<file path="src/rtl/reprogram_writer.sv">
`default_nettype none
// ============================================================================
//  Module   : reprogram_writer
//  Purpose  : Initiator for the traffic-light controller's time-parameter
//             programming port. It replays a 4-entry timing table, or one
//             manually entered parameter taken from a debounced push-button,
//             as framed setup / strobe / gap write transactions.
//  Revision : 1.0  initial release
// ============================================================================
module reprogram_writer #(
  parameter int HOLD_CYCLES = 2,  // cycles reprogram stays high per write
  parameter int GAP_CYCLES  = 2,  // cycles reprogram stays low after a write
  parameter int DB_CYCLES   = 4   // stable cycles needed to accept a button change
) (
  input  logic        clk,
  input  logic        reset,      // asynchronous, active-low
  input  logic        start,
  input  logic [15:0] cfg_vals,
  input  logic        man_btn,
  input  logic [1:0]  man_sel,
  input  logic [3:0]  man_val,
  output logic [1:0]  tp_sel,
  output logic [3:0]  t_val,
  output logic        reprogram,
  output logic        busy,
  output logic        done
);

  // --------------------------------------------------------------------------
  // Local constants
  // --------------------------------------------------------------------------
  localparam int CNT_MAX = (HOLD_CYCLES > GAP_CYCLES) ? HOLD_CYCLES : GAP_CYCLES;
  localparam int CNT_W   = (CNT_MAX > 1) ? $clog2(CNT_MAX) : 1;
  localparam int DB_W    = (DB_CYCLES > 1) ? $clog2(DB_CYCLES) : 1;

  localparam logic [CNT_W-1:0] HOLD_LAST = CNT_W'(HOLD_CYCLES - 1);
  localparam logic [CNT_W-1:0] GAP_LAST  = CNT_W'(GAP_CYCLES - 1);
  localparam logic [DB_W-1:0]  DB_LAST   = DB_W'(DB_CYCLES - 1);
  localparam logic [1:0]       IDX_LAST  = 2'd3;

  typedef enum logic [2:0] {
    ST_IDLE  = 3'd0,
    ST_SETUP = 3'd1,
    ST_PULSE = 3'd2,
    ST_GAP   = 3'd3,
    ST_DONE  = 3'd4
  } state_t;

  typedef enum logic {
    MODE_SEQ = 1'b0,
    MODE_MAN = 1'b1
  } mode_t;

  // --------------------------------------------------------------------------
  // Button synchronizer and debounce state
  // --------------------------------------------------------------------------
  logic            sync1_q, sync1_d;
  logic            sync2_q, sync2_d;
  logic            db_level_q, db_level_d;
  logic            db_prev_q, db_prev_d;
  logic [DB_W-1:0] db_cnt_q, db_cnt_d;
  logic            man_req;

  // --------------------------------------------------------------------------
  // Write sequencer state
  // --------------------------------------------------------------------------
  state_t           state_q, state_d;
  mode_t            mode_q, mode_d;
  logic [1:0]       idx_q, idx_d;
  logic [CNT_W-1:0] cnt_q, cnt_d;
  logic [11:0]      snap_q, snap_d;     // table entries 1..3; entry 0 goes out directly
  logic [1:0]       tp_sel_q, tp_sel_d;
  logic [3:0]       t_val_q, t_val_d;
  logic [1:0]       idx_next;
  logic [3:0]       val_next;

  // Synchronize the raw button and filter it: the debounced level only flips
  // after the synchronized input has disagreed with it for DB_CYCLES cycles.
  always_comb begin
    sync1_d    = man_btn;
    sync2_d    = sync1_q;
    db_level_d = db_level_q;
    db_cnt_d   = '0;
    db_prev_d  = db_level_q;
    if (sync2_q != db_level_q) begin
      if (db_cnt_q == DB_LAST) begin
        db_level_d = sync2_q;
      end else begin
        db_cnt_d = db_cnt_q + 1'b1;
      end
    end
  end

  // A manual request is the single cycle in which the debounced level is new and high.
  assign man_req = db_level_q & ~db_prev_q;

  // Button path registers.
  always_ff @(posedge clk or negedge reset) begin
    if (!reset) begin
      sync1_q    <= 1'b0;
      sync2_q    <= 1'b0;
      db_level_q <= 1'b0;
      db_prev_q  <= 1'b0;
      db_cnt_q   <= '0;
    end else begin
      sync1_q    <= sync1_d;
      sync2_q    <= sync2_d;
      db_level_q <= db_level_d;
      db_prev_q  <= db_prev_d;
      db_cnt_q   <= db_cnt_d;
    end
  end

  // Select the value for the table entry that follows the current index.
  always_comb begin
    idx_next = idx_q + 2'd1;
    val_next = snap_q[3:0];
    case (idx_q)
      2'd0:    val_next = snap_q[3:0];
      2'd1:    val_next = snap_q[7:4];
      default: val_next = snap_q[11:8];
    endcase
  end

  // Next-state logic: frame each write as SETUP, HOLD_CYCLES of PULSE and
  // GAP_CYCLES of GAP; the outputs are loaded only on entry to SETUP.
  always_comb begin
    state_d  = state_q;
    mode_d   = mode_q;
    idx_d    = idx_q;
    cnt_d    = cnt_q;
    snap_d   = snap_q;
    tp_sel_d = tp_sel_q;
    t_val_d  = t_val_q;
    case (state_q)
      ST_IDLE: begin
        cnt_d = '0;
        if (start) begin
          // start has priority; a coincident manual request is discarded
          snap_d   = cfg_vals[15:4];
          idx_d    = 2'd0;
          mode_d   = MODE_SEQ;
          tp_sel_d = 2'd0;
          t_val_d  = cfg_vals[3:0];
          state_d  = ST_SETUP;
        end else if (man_req) begin
          mode_d   = MODE_MAN;
          tp_sel_d = man_sel;
          t_val_d  = man_val;
          state_d  = ST_SETUP;
        end
      end
      ST_SETUP: begin
        cnt_d   = '0;
        state_d = ST_PULSE;
      end
      ST_PULSE: begin
        if (cnt_q == HOLD_LAST) begin
          cnt_d   = '0;
          state_d = ST_GAP;
        end else begin
          cnt_d = cnt_q + 1'b1;
        end
      end
      ST_GAP: begin
        if (cnt_q == GAP_LAST) begin
          cnt_d = '0;
          if ((mode_q == MODE_MAN) || (idx_q == IDX_LAST)) begin
            state_d = ST_DONE;
          end else begin
            idx_d    = idx_next;
            tp_sel_d = idx_next;
            t_val_d  = val_next;
            state_d  = ST_SETUP;
          end
        end else begin
          cnt_d = cnt_q + 1'b1;
        end
      end
      ST_DONE: begin
        state_d = ST_IDLE;
      end
      default: begin
        state_d = ST_IDLE;
      end
    endcase
  end

  // Sequencer registers; reset aborts any write in flight immediately.
  always_ff @(posedge clk or negedge reset) begin
    if (!reset) begin
      state_q  <= ST_IDLE;
      mode_q   <= MODE_SEQ;
      idx_q    <= 2'd0;
      cnt_q    <= '0;
      snap_q   <= '0;
      tp_sel_q <= 2'd0;
      t_val_q  <= 4'd0;
    end else begin
      state_q  <= state_d;
      mode_q   <= mode_d;
      idx_q    <= idx_d;
      cnt_q    <= cnt_d;
      snap_q   <= snap_d;
      tp_sel_q <= tp_sel_d;
      t_val_q  <= t_val_d;
    end
  end

  // Status and strobe decode straight from the state register, so an
  // asynchronous reset removes the strobe in the same instant.
  always_comb begin
    reprogram = (state_q == ST_PULSE);
    busy      = (state_q == ST_SETUP) || (state_q == ST_PULSE) || (state_q == ST_GAP);
    done      = (state_q == ST_DONE);
    tp_sel    = tp_sel_q;
    t_val     = t_val_q;
  end

endmodule
`default_nettype wire

</file>
<file path="config.mk">
export PLATFORM = sky130hd
export DESIGN_NAME = reprogram_writer
export DESIGN_NICKNAME = d
export VERILOG_FILES = /design/src/rtl/reprogram_writer.sv
export SDC_FILE = /design/constraint.sdc
export NUM_CORES = 1
export LEC_CHECK = 0
export CORE_ASPECT_RATIO = 0.5
export CORE_MARGIN = 8
export CORE_UTILIZATION = 49
export CTS_CLUSTER_DIAMETER = 120
export CTS_CLUSTER_SIZE = 8
export DETAILED_ROUTE_END_ITERATION = 16
export GPL_TIMING_DRIVEN = 0
export PLACE_DENSITY = 0.81
export SETUP_SLACK_MARGIN = 0.3
export SKIP_LAST_GASP = 1
export SLEW_MARGIN = 40
export SYNTH_ARGS = -nofsm -noshare
export SYNTH_HDL_FRONTEND = slang
export SYNTH_SLANG_ARGS = --single-unit
</file>
<file path="constraint.sdc">
create_clock -name clk -period 1.9 [get_ports clk]
set_input_delay 0.19 -clock clk [delete_from_list [all_inputs] [get_ports clk]]
set_output_delay 0.19 -clock clk [all_outputs]
set_load 0.05 [all_outputs]
</file>
==> Word-level counts from Yosys, hierarchy flattened <==
Index checks and enable logic that the tools add are counted.
{ "classes": {"n_addsub": 3, "n_eq_ne": 13, "n_mux": 25, "bitwise_logic": 2, "n_reduce_logical": 16} }
{ "ops": {"columns": ["op", "n"], "rows": [
  ["$mux 4", 4],
  ["$pmux 4 s2", 2],
  ["$mux 3", 5],
  ["$mux 2", 7],
  ["$pmux 3 s4", 1],
  ["$pmux 2 s2", 2],
  ["$reduce_and 4->1", 2],
  ["$eq 3x2->1 const B", 2],
  ["$ne 2x2->1 const B", 3],
  ["$reduce_and 2->1", 3],
  ["$reduce_bool 2->1", 3],
  ["$add 2x1->2 const B", 2],
  ["$eq 2x2->1 const B", 2],
  ["$reduce_or 2->1", 2],
  ["$eq 3x1->1 const B", 1],
  ["$eq 3x3->1 const B", 1],
  ["$logic_not 3->1", 1],
  ["$logic_or 1x1->1", 3],
  ["$mux 1", 3],
  ["$ne 3x3->1 const B", 1],
  ["$reduce_and 3->1", 1],
  ["$eq 2x1->1 const B", 1],
  ["$logic_not 2->1", 1],
  ["$ne 2x1->1 const B", 1],
  ["5 further kinds", 5]
]} }
{ "totals": {"reg_bits": 31, "inputBits": 26, "out_inout_bits": 9} }

==> Depth between registers and ports, before layout <==
Gate-level depths: netlist (run 1).
{ "depth": {"word_depth": 5, "mapped_depth": 6, "depth_no_buf": 6} }

==> Worst setup path after synthesis (run 1) <==
No wires, ideal clock.
{ "synth_timing": {"path_kind": "register to register", "startpoint": "register idx_q[0]", "endpoint": "register t_val_q[0], in the netlist t_val[0]", "t_arrival_ps": 1532, "required_time_ps": 1775, "slack_ps": 243, "path_stages_with_launch": 6, "path_buffers": 0, "cell_sequence": "dfrtp_1 > ha_1 > nor2_1 > a21oi_2 > nor3_4 > mux2_4"} }
{ "synth_via": {"elab_chain_len": 5, "word_cells_on_any_way": 10, "classes_between": "eq/ne (3); mux (4); reduce/logical (3)"} }
{ "synth_rtl": {"columns": ["element", "line_no", "rtl"], "rows": [
  ["start: declaration", "69", "logic [1:0] idx_q, idx_d;"],
  ["start signal: assignment", "202", "idx_q <= idx_d;"],
  ["$eq 2x1->1 or $logic_not 2->1 (tied branches)", "118", "case (idx_q)"],
  ["$pmux 4 s2", "118", null],
  ["$mux 4", "168", "if ((mode_q == MODE_MAN) || (idx_q == IDX_LAST)) begin"],
  ["$mux 4", "166", "if (cnt_q == GAP_LAST) begin"],
  ["$pmux 4 s2", "135", "case (state_q)"],
  ["end signal: assignment", "206", "t_val_q <= t_val_d;"],
  ["end: declaration", "73", "logic [3:0] t_val_q, t_val_d;"]
]} }
Parallel ways exist; a longest one is shown, timed or not. The select of a mux whose other input is x is not followed.
A chain may end at the register's enable or synchronous reset.

==> Worst setup path after layout (run 1) <==
{ "layout_timing": {"startpoint": "register idx_q[0]", "endpoint": "register t_val_q[3], in the netlist t_val[3]"} }
The elaborated chain is that of the path after synthesis.

==> flow_results.org, run 1 <==
** Final layout
- After filler insertion, the fill cell instance count of the layout stands at 186.
- Summing all multi-input logic gate instances after layout gives 703.2 um2.
- Number of inserted diodes :: 0
- Across the whole layout, storage elements account for 778.2 um2.
- The finished cells cover 2162 um2.
- Most common cell after layout, fill and taps aside :: sky130_fd_sc_hd__dfrtp_1
- Area Growth Syn to Fin :: 45.82%
- Net count, final :: 201
- Commonest cells after routing, fill and taps aside :: 29 x sky130_fd_sc_hd__dfrtp_1, 23 x sky130_fd_sc_hd__clkdlybuf4s50_1, 14 x sky130_fd_sc_hd__mux2_2
- The post-route netlist has 39.53% of its cells at a drive strength greater than 1.
- Once layout is complete, the utilization of the core stands at 73.47%.

** Routing
- In this run the remaining antenna-violating nets after routing total 0.
- DRC violations left :: 0
- After detailed routing, the average wire length per cell comes to 17.35 um.
- Number of vias after detailed routing :: 1105
- Number of optimization iterations in the first detailed-route pass :: 4
- Average via count per standard cell :: 5.212
- Starting DRC count in detailed routing :: 26
- Total Wirelength :: 3679 um

** Timing
- Fmax :: 580.6 MHz
- Slew Limit Fails :: 0
- Final WS setup :: 0.1777 ns
- Across the routed clock network, the largest skew measured is 0.007352 ns.
- In this run the tightest slew margin relative to its limit is 55.61%.
- The final hold violation count was 0.
- Setup repair after global routing could not meet its margin everywhere.
- For the pin with the worst max-slew slack, the measured transition is 0.6659 ns.
- The worst path uses 90.65% of the clock period.
- The worst path needs 1.722 ns of the cycle, external delays included.
- Setup violations remaining at the end of the flow were counted as 0.

** Place
- Pre-CTS setup slack :: -0.06208 ns
- In this run the tool buffered the top-level ports with 33 buffer cells.
- The congestion estimate from routability-driven global placement came to 0.7878.
- Detailed placement ended at an HPWL of 2419 um.
- After detailed placement, the total cell area comes to 1863 um2.

** Floorplan
- Initial core utilization :: 50.38%
- The die covers 5149 um2.
- Die Height :: 54.90 um
- The floorplan step set the die width to 93.79 um.
- Row count :: 14
- For this design the top-level I/O count stands at 35.
- Core ar. :: 2943 um2

** Logic synthesis
- The synthesized netlist contains 31 unique library cells.
- For this run, the register share of the synthesized area comes to 52.32%.
- Number of nets in the synthesized netlist :: 147
- The Yosys step of the flow raised 0 warnings.
- Post-Syn Area per Cell :: 12.67 um2
- Synthesis-stage register bit count :: 31
- Post-synthesis instance area :: 1483 um2
- The cell count after synthesis came out at 117.

** Global routing
- Global routing finished with a remaining overflow of 0.
- The initial antenna violation count was 0.
- Global-route wire length before repair :: 5306 um
- Vias in the first global route :: 1059
- Across every metal layer, demand over resource in global routing totals 14.10%.
- Pin count of the biggest net entering global routing :: 32

** Clocking
- TritonCTS built the clock tree.
- Worst-skew pair later-pin latency :: 0.29 ns
- Buffer cell driving the clock tree root :: sky130_fd_sc_hd__clkbuf_8
- Sink Count :: 31
- Number of clock buffers inserted by TritonCTS :: 5
- The H-tree was split into 2 levels.
- After clock tree synthesis, the clock-pin slew on the worst setup and hold paths is 0.07 ns.
- The clock passes through at most 2 buffers.

** Job
- Across the run, the number of max-cap violations was 0.

** Power
- Total power density per cell area :: 1827 nW/um2
- In this run the static leakage power is 0.9667 nW.
- Across the VDD grid, the largest voltage drop is 1.050 mV.

** Worst setup path
- Required time of the critical path :: 2.07 ns
- Critical path cell sequence :: ha_2, nor2_2, a21oi_2, nor3_4, buf_12, mux2_4
- The worst setup path is launched from a flop.
- STA classifies the critical path endpoint as a flop.
- In this design, the largest share of critical-path delay is due to flip-flops.
- The worst setup path is of the reg2reg kind.
- At the worst endpoint, the arrival time is 1.89 ns.
- Along the worst path, the maximum fanout reaches 6.
- The largest individual stage delay along the critical path comes from the cell sky130_fd_sc_hd__dfrtp_1.
- Critical path's largest stage delay :: 0.43 ns
- Worst path bufs/invs :: 1

** Hold path
- Hold crit path type :: in2reg

** Run status
- Outcome :: finished clean
-- synth_stat cells --
| master | n | area [um2] |
|---|---|---|
| sky130_fd_sc_hd__ha_1 | 4 | 50.05 |
| sky130_fd_sc_hd__xnor2_1 | 1 | 8.760 |
| sky130_fd_sc_hd__or4_4 | 1 | 11.26 |
| sky130_fd_sc_hd__nor3_1 | 5 | 25.02 |
| sky130_fd_sc_hd__a21oi_1 | 5 | 25.02 |
| sky130_fd_sc_hd__clkbuf_1 | 1 | 3.750 |
| sky130_fd_sc_hd__a21oi_2 | 1 | 8.760 |
| sky130_fd_sc_hd__mux2_2 | 14 | 157.7 |
| sky130_fd_sc_hd__or2b_1 | 1 | 7.510 |
| sky130_fd_sc_hd__o21ai_0 | 3 | 15.01 |
| sky130_fd_sc_hd__and3_2 | 1 | 7.510 |
| sky130_fd_sc_hd__mux2i_1 | 4 | 40.04 |
| sky130_fd_sc_hd__buf_6 | 2 | 22.52 |
| sky130_fd_sc_hd__dfrtp_1 | 31 | 775.7 |
| sky130_fd_sc_hd__nand3b_1 | 1 | 7.510 |
| sky130_fd_sc_hd__a211oi_1 | 4 | 30.03 |
| sky130_fd_sc_hd__nor2_1 | 9 | 33.78 |
| sky130_fd_sc_hd__nor3b_1 | 1 | 7.510 |
| sky130_fd_sc_hd__buf_2 | 1 | 5.000 |
| sky130_fd_sc_hd__nand3_1 | 3 | 15.01 |
| sky130_fd_sc_hd__and2_0 | 1 | 6.260 |
| sky130_fd_sc_hd__nor2b_1 | 3 | 18.77 |
| sky130_fd_sc_hd__inv_1 | 4 | 15.01 |
| sky130_fd_sc_hd__nor3_4 | 1 | 16.27 |
| sky130_fd_sc_hd__mux2_4 | 6 | 90.09 |
| sky130_fd_sc_hd__a22o_1 | 4 | 35.03 |
| sky130_fd_sc_hd__nor2_4 | 1 | 11.26 |
| sky130_fd_sc_hd__and2_1 | 1 | 6.260 |
| sky130_fd_sc_hd__a31o_2 | 1 | 8.760 |
| sky130_fd_sc_hd__o31a_2 | 1 | 10.01 |
| sky130_fd_sc_hd__a21o_1 | 1 | 7.510 |
-- timing repair --
item                       4_1_cts  5_1_grt
pin swaps                        1        1
hold buffers                     1        0
setup buffers                    6        7
gates resized for setup         31       11
hold endpoints to repair        31        0
setup endpoints to repair       25       19
-- flip-flops by register name, indices dropped and copies added, names as in the netlist, 2 cells and up --
| name | flops |
|---|---|
| snap_q | 12 |
| idx_q | 2 |
| db_cnt_q | 2 |
| tp_sel | 2 |
| t_val | 4 |
| state_q | 3 |
-- where the power goes --
part	internal, mW	switching (mW)
combinational	0.974	1.04
sequential	0.964	0.194
clock	0.524	0.252
-- worst paths after layout --
| check | slack [ns] | depth (start not counted) | end | startpoint |
|---|---|---|---|---|
| worst max-delay path | 0.18 | 6 | t_val[3] | idx_q[0] |
| worst min-delay path | 0.34 | 1 | sync1_q | man_btn |
| worst max register to register | 0.18 | 6 | t_val[3] | idx_q[0] |
| worst min register to register | 0.35 | 0 | sync2_q | sync1_q |
| max in group asynchronous | 0.96 | 2 | state_q[1] | reset |
| min in group asynchronous | 0.47 | 2 | snap_q[6] | reset |
-- through the flow --
step	TNS (ns)	power [mW]	hold WS [ns]	cells
final	0	3.951	0.3448	212
after floorplan	0	2.384	-0.1056	117
after global routing	0	4.153	0.3351	212
after global placement	0	2.793	0.3339	190
after detailed placement	-0.06208	2.855	0.2553	190
after CTS	0	3.776	0.3386	205
-- routing by layer --
layer / global-route usage [%] / share of wire [%]
met1: 16.19 / 43
met2: 24.31 / 50
met3: 4.441 / 5.5
met4: 7.013 / 1.7
met5: 0 / 0
-- cell families (layout without fill, tap and decap cells) --
kind of cell / count (synthesis) / after routing / synth area share (%)
and+or+nand+nor: 29 / 29 / 11.73
adders and majority gates: 4 / 4 / 3.376
DFF: 31 / 31 / 52.32
buffers and inverters: 8 / 63 / 3.121
xor gates and xnor gates: 1 / 1 / 0.5908
AOI/OAI and AO/OA: 20 / 20 / 9.451
muxes: 24 / 24 / 19.41
-- layout make-up --
type,instances,share of cell area [%]
Timing Repair Buffer,47,20.14
Buffer,4,2.199
Sequential cell,31,36.00
Tap cell,40,2.315
Clock inverter,2,2.778
Inverter,4,0.6944
Multi-Input combinational cell,78,32.52
Clock buffer,6,3.356
No activity file was read; power rests on OpenSTA's default activity.
==> run 2, diff against run 1 <==
--- a/config.mk
+++ b/config.mk
@@ -15,3 +15,2 @@
 export PLACE_DENSITY = 0.81
-export SETUP_SLACK_MARGIN = 0.3
 export SKIP_LAST_GASP = 1
@@ -21 +20,2 @@
 export SYNTH_SLANG_ARGS = --single-unit
+export TNS_END_PERCENT = 30
==> constraint.sdc (replaced) <==
create_clock -name clk -period 1.9 [get_ports clk]
set_input_delay 0.38 -clock clk [delete_from_list [all_inputs] [get_ports clk]]
set_output_delay 0.38 -clock clk [all_outputs]
set_load 0.05 [all_outputs]
==> run 2 against run 1 <==
  * Die area stayed put
  * Combinational power is 16% lower
  * Largest cell class unchanged
  * Design area is 8.0% lower
  * Maximum frequency is 6.6% lower
  * Non-clock buffer count is 13 lower
  * Highest routed layer unchanged
  * Routed wire length is 17% lower
  * Hold slack worse by 0.20 ns
==> flow_results.org, run 2 (synthesized netlist as in run 1, its figures left out) <==
** Worst setup path
- Endpoint type of the worst setup path :: primary output
- The largest individual stage delay along the critical path comes from the cell sky130_fd_sc_hd__dfrtp_1.
- Worst Setup EP :: done
- In this run the critical register-to-register path is launched from state_q[0].
- Traced cell by cell, the critical path runs through nor2_2, and2_1, clkdlybuf4s15_2.
- Signal arrival time at the worst endpoint :: 1.46 ns (-0.43 ns)
- Biggest fanout along the worst timing path :: 8 (+2)
- First element of the critical path :: state_q[1]
- The largest stage delay on the critical path came to 0.46 ns (+0.03 ns).
- Minimum setup slack among reg-to-reg paths :: 0.08 ns (-0.10 ns)
- Number of cell instances on the worst register-to-register path :: 4 (-2)
- Endpoint of the most critical register-to-register path :: snap_q[2]
- STA classifies the critical path startpoint as a flop.
- The required time at the endpoint of the critical path was 1.52 ns (-0.55 ns).
- The critical path is of the reg2out type.

** Routing
- Number of vias after detailed routing :: 1025 (-7.2%)
- Antenna-violating nets left :: 0 (unchanged)
- Total Wirelength :: 3056 um (-17%)
- The first-pass iteration count of the detailed router is 4 (unchanged).
- The number of DRC markers after the initial detailed-route iteration is 21 (-19%).
- The post-detailed-route via-to-cell ratio came to 5.151 (-1.2%).
- Wire per inst :: 15.36 um (-12%)
- The final routed DRC violation total came to 0 (unchanged).

** Timing
- Total count of hold-check failures in the final report :: 0 (unchanged)
- Worst relative slew slack :: 54.61% (-0.99 points)
- The final period demand of the worst path was 1.844 ns (+0.1213 ns).
- The transition at the pin with the smallest max-transition slack is 0.6808 ns (+0.01491 ns).
- Maximum clock skew at final layout :: 0.004021 ns (-0.003331 ns)
- The total of endpoints with negative setup slack in the final report is 0 (unchanged).
- Period Utilization, post-route :: 97.03% (+6.4 points)
- Setup repair after global routing could not meet its margin everywhere.
- Hold_ws :: 0.1398 ns (-0.2050 ns)
- Slew Limit Fails :: 0 (unchanged)
- Fmax :: 542.4 MHz (-6.6%)

** Floorplan
- Row count :: 14 (unchanged)
- The number of top-level design ports is 35 (unchanged).
- Die Height :: 54.90 um (unchanged)
- Overall die width :: 93.79 um (unchanged)
- The core footprint was 2943 um2 (unchanged).
- Area enclosed by the die boundary :: 5149 um2 (unchanged)
- Initial core utilization :: 50.38% (unchanged)

** Global routing
- The number of global-route vias before repair is 993 (-6.2%).
- The total grt overflow is 0 (unchanged).
- The initial antenna violation count came to 0 (unchanged).
- Global-route wire length before repair :: 4802 um (-9.5%)
- Global routing usage summed across all routing layers :: 12.43% (-1.7 points)
- Pin count of the biggest net entering global routing :: 32 (unchanged)

** Clocking
- The number of levels the H-tree was split into was 2 (unchanged).
- The clock edge transition at the registers on the reported setup and hold paths came to 0.06 ns (about the same).
- Buffer cell driving the clock tree root :: sky130_fd_sc_hd__clkbuf_8
- The insertion delay to the later sink of the worst-skew pair came to 0.28 ns (about the same).
- The clock sink count was 31 (unchanged).
- Clock tree from TritonCTS :: built
- Number of clock buffers inserted by TritonCTS :: 5 (unchanged)
- CTS max path bufs :: 2 (unchanged)

** Power
- The part of the total power dissipated in combinational logic came to 48.2% (-2.8 points).
- Portion of total power attributed to the clock network :: 18.6% (-1.0 points)
- Sw Ratio :: 37.65% (-0.039 points)
- Total power density per cell area :: 1774 nW/um2 (-2.9%)
- Net switching power figure :: 1.328 mW (-11%)
- The power share of the sequential group is 33.2% (+3.9 points).
- Leakage power :: 0.8767 nW (-9.3%)
- The peak supply drop was 1.202 mV (+15%).
- Internal Power :: 2.200 mW (-11%)

** Final layout
- The library cells used most frequently in the layout, excluding fill and tap cells, are 31 x sky130_fd_sc_hd__dfrtp_1, 29 x sky130_fd_sc_hd__clkdlybuf4s50_1, 14 x sky130_fd_sc_hd__mux2_2.
- The antenna diode count came to 0 (unchanged).
- Net count, final :: 188 (-6.5%)
- The register area was 775.7 um2 (-0.32%).
- The area growth from synthesis to layout is 34.18%.
- Area occupied by multi-input gates :: 663.1 um2 (-5.7%)
- The count of fill cells added during filler insertion was 211 (+13%).
- Most flop-heavy register :: snap_q
- Most common cell after layout, fill and taps aside :: sky130_fd_sc_hd__dfrtp_1
- The final core utilization was 67.60% (-5.9 points).
- The share of layout cells above drive strength 1 came to 27.67% (-12 points).
- The number of flip-flops under the largest register name came to 12 (unchanged).

** Place
- The count of buffers from port buffering is 33 (unchanged).
- The final weighted congestion in routability-driven placement was 0.7985 (+1.4%).
- Final HPWL DP :: 2334 um (-3.5%)

** Run status
- Outcome :: finished clean

** Job
- The max-cap violation count was 0 (unchanged).

** Hold path
- The min-delay analysis places its worst path in the category in2async.
## run 2: cell types whose count changed in the layout (fill, tap and decap cells not counted), moves of 3 or more
cell                              delta
sky130_fd_sc_hd__ha_2                -3
sky130_fd_sc_hd__clkdlybuf4s50_1     +6
sky130_fd_sc_hd__buf_4              -12
sky130_fd_sc_hd__a211oi_1            +3
sky130_fd_sc_hd__a211oi_2            -3
sky130_fd_sc_hd__dlygate4sd2_1       -6
sky130_fd_sc_hd__ha_1                +3
## run 2: through the flow
stage | cells | power [mW] | setup TNS, ns | area [um2] | worst slack [ns]
6_report | 199 | 3.529 | 0 | 1989 | 0.05638
5_1_grt | 199 | 3.736 | -0.03489 | 1989 | -0.01754
4_1_cts | 198 | 3.501 | -0.007027 | 1979 | -0.007027
3_5_place_dp | 190 | 2.840 | -0.2617 | 1858 | -0.1320
3_3_place_gp | 190 | 2.783 | -1.994 | 1863 | -0.1285
2_1_floorplan | 117 | 2.375 | 0 | 1483 | 0.1264
## run 2: power by group through the flow
stage	logic, mW	clock network, mW	registers (mW)
5_1_grt	1.83	0.701	1.21
4_1_cts	1.66	0.667	1.17
6_report	1.70	0.656	1.17
2_1_floorplan	1.04	0	1.34
3_5_place_dp	1.66	0	1.18
3_3_place_gp	1.63	0	1.16
## run 2: timing repair
action / 4_1_cts / 5_1_grt
gates resized for setup: 8 / 5
setup buffers: 0 / 1
pin swaps: 0 / 1
endpoints found under the setup margin: 3 / 19
cloned: 0 / 0
endpoints found under the hold margin: 0 / 0
hold buffers: 0 / 0
## run 2: critical path, delay by kind of cell, from the launching register on
kind / cells / cell delay [ns]
buffers and inverters: 1 / 0.36
and+or+nand+nor: 2 / 0.37
DFF: 1 / 0.46
## run 2: metal layers
layer	vias to the layer above	GRT usage, %	part of all wire, %
li1	504	-	-
met1	495	15.08	47
met2	22	19.93	47
met3	4	3.769	4.9
met4	0	7.273	1.4
met5	-	0	0
## run 2: cell type report
class | count | area share (%)
buffer | 4 | 1.572
clock buffer | 6 | 4.151
clock inverter | 2 | 1.761
inverter | 4 | 0.7547
multi-input combinational | 78 | 33.33
sequential | 31 | 38.99
tap | 40 | 2.516
timing repair buffer | 34 | 16.92
## run 2: how the worst min path moves through the flow
stage,slack [ns],startpoint,endpoint,cells past startpoint
after floorplan,0.08,reset,cnt_q,0
after global placement,0.33,sync1_q,sync2_q,0
after detailed placement,0.34,sync1_q,sync2_q,0
after CTS,0.16,reset,snap_q[3],1
after global routing,0.19,reset,snap_q[4],1
final,0.14,reset,snap_q[4],1
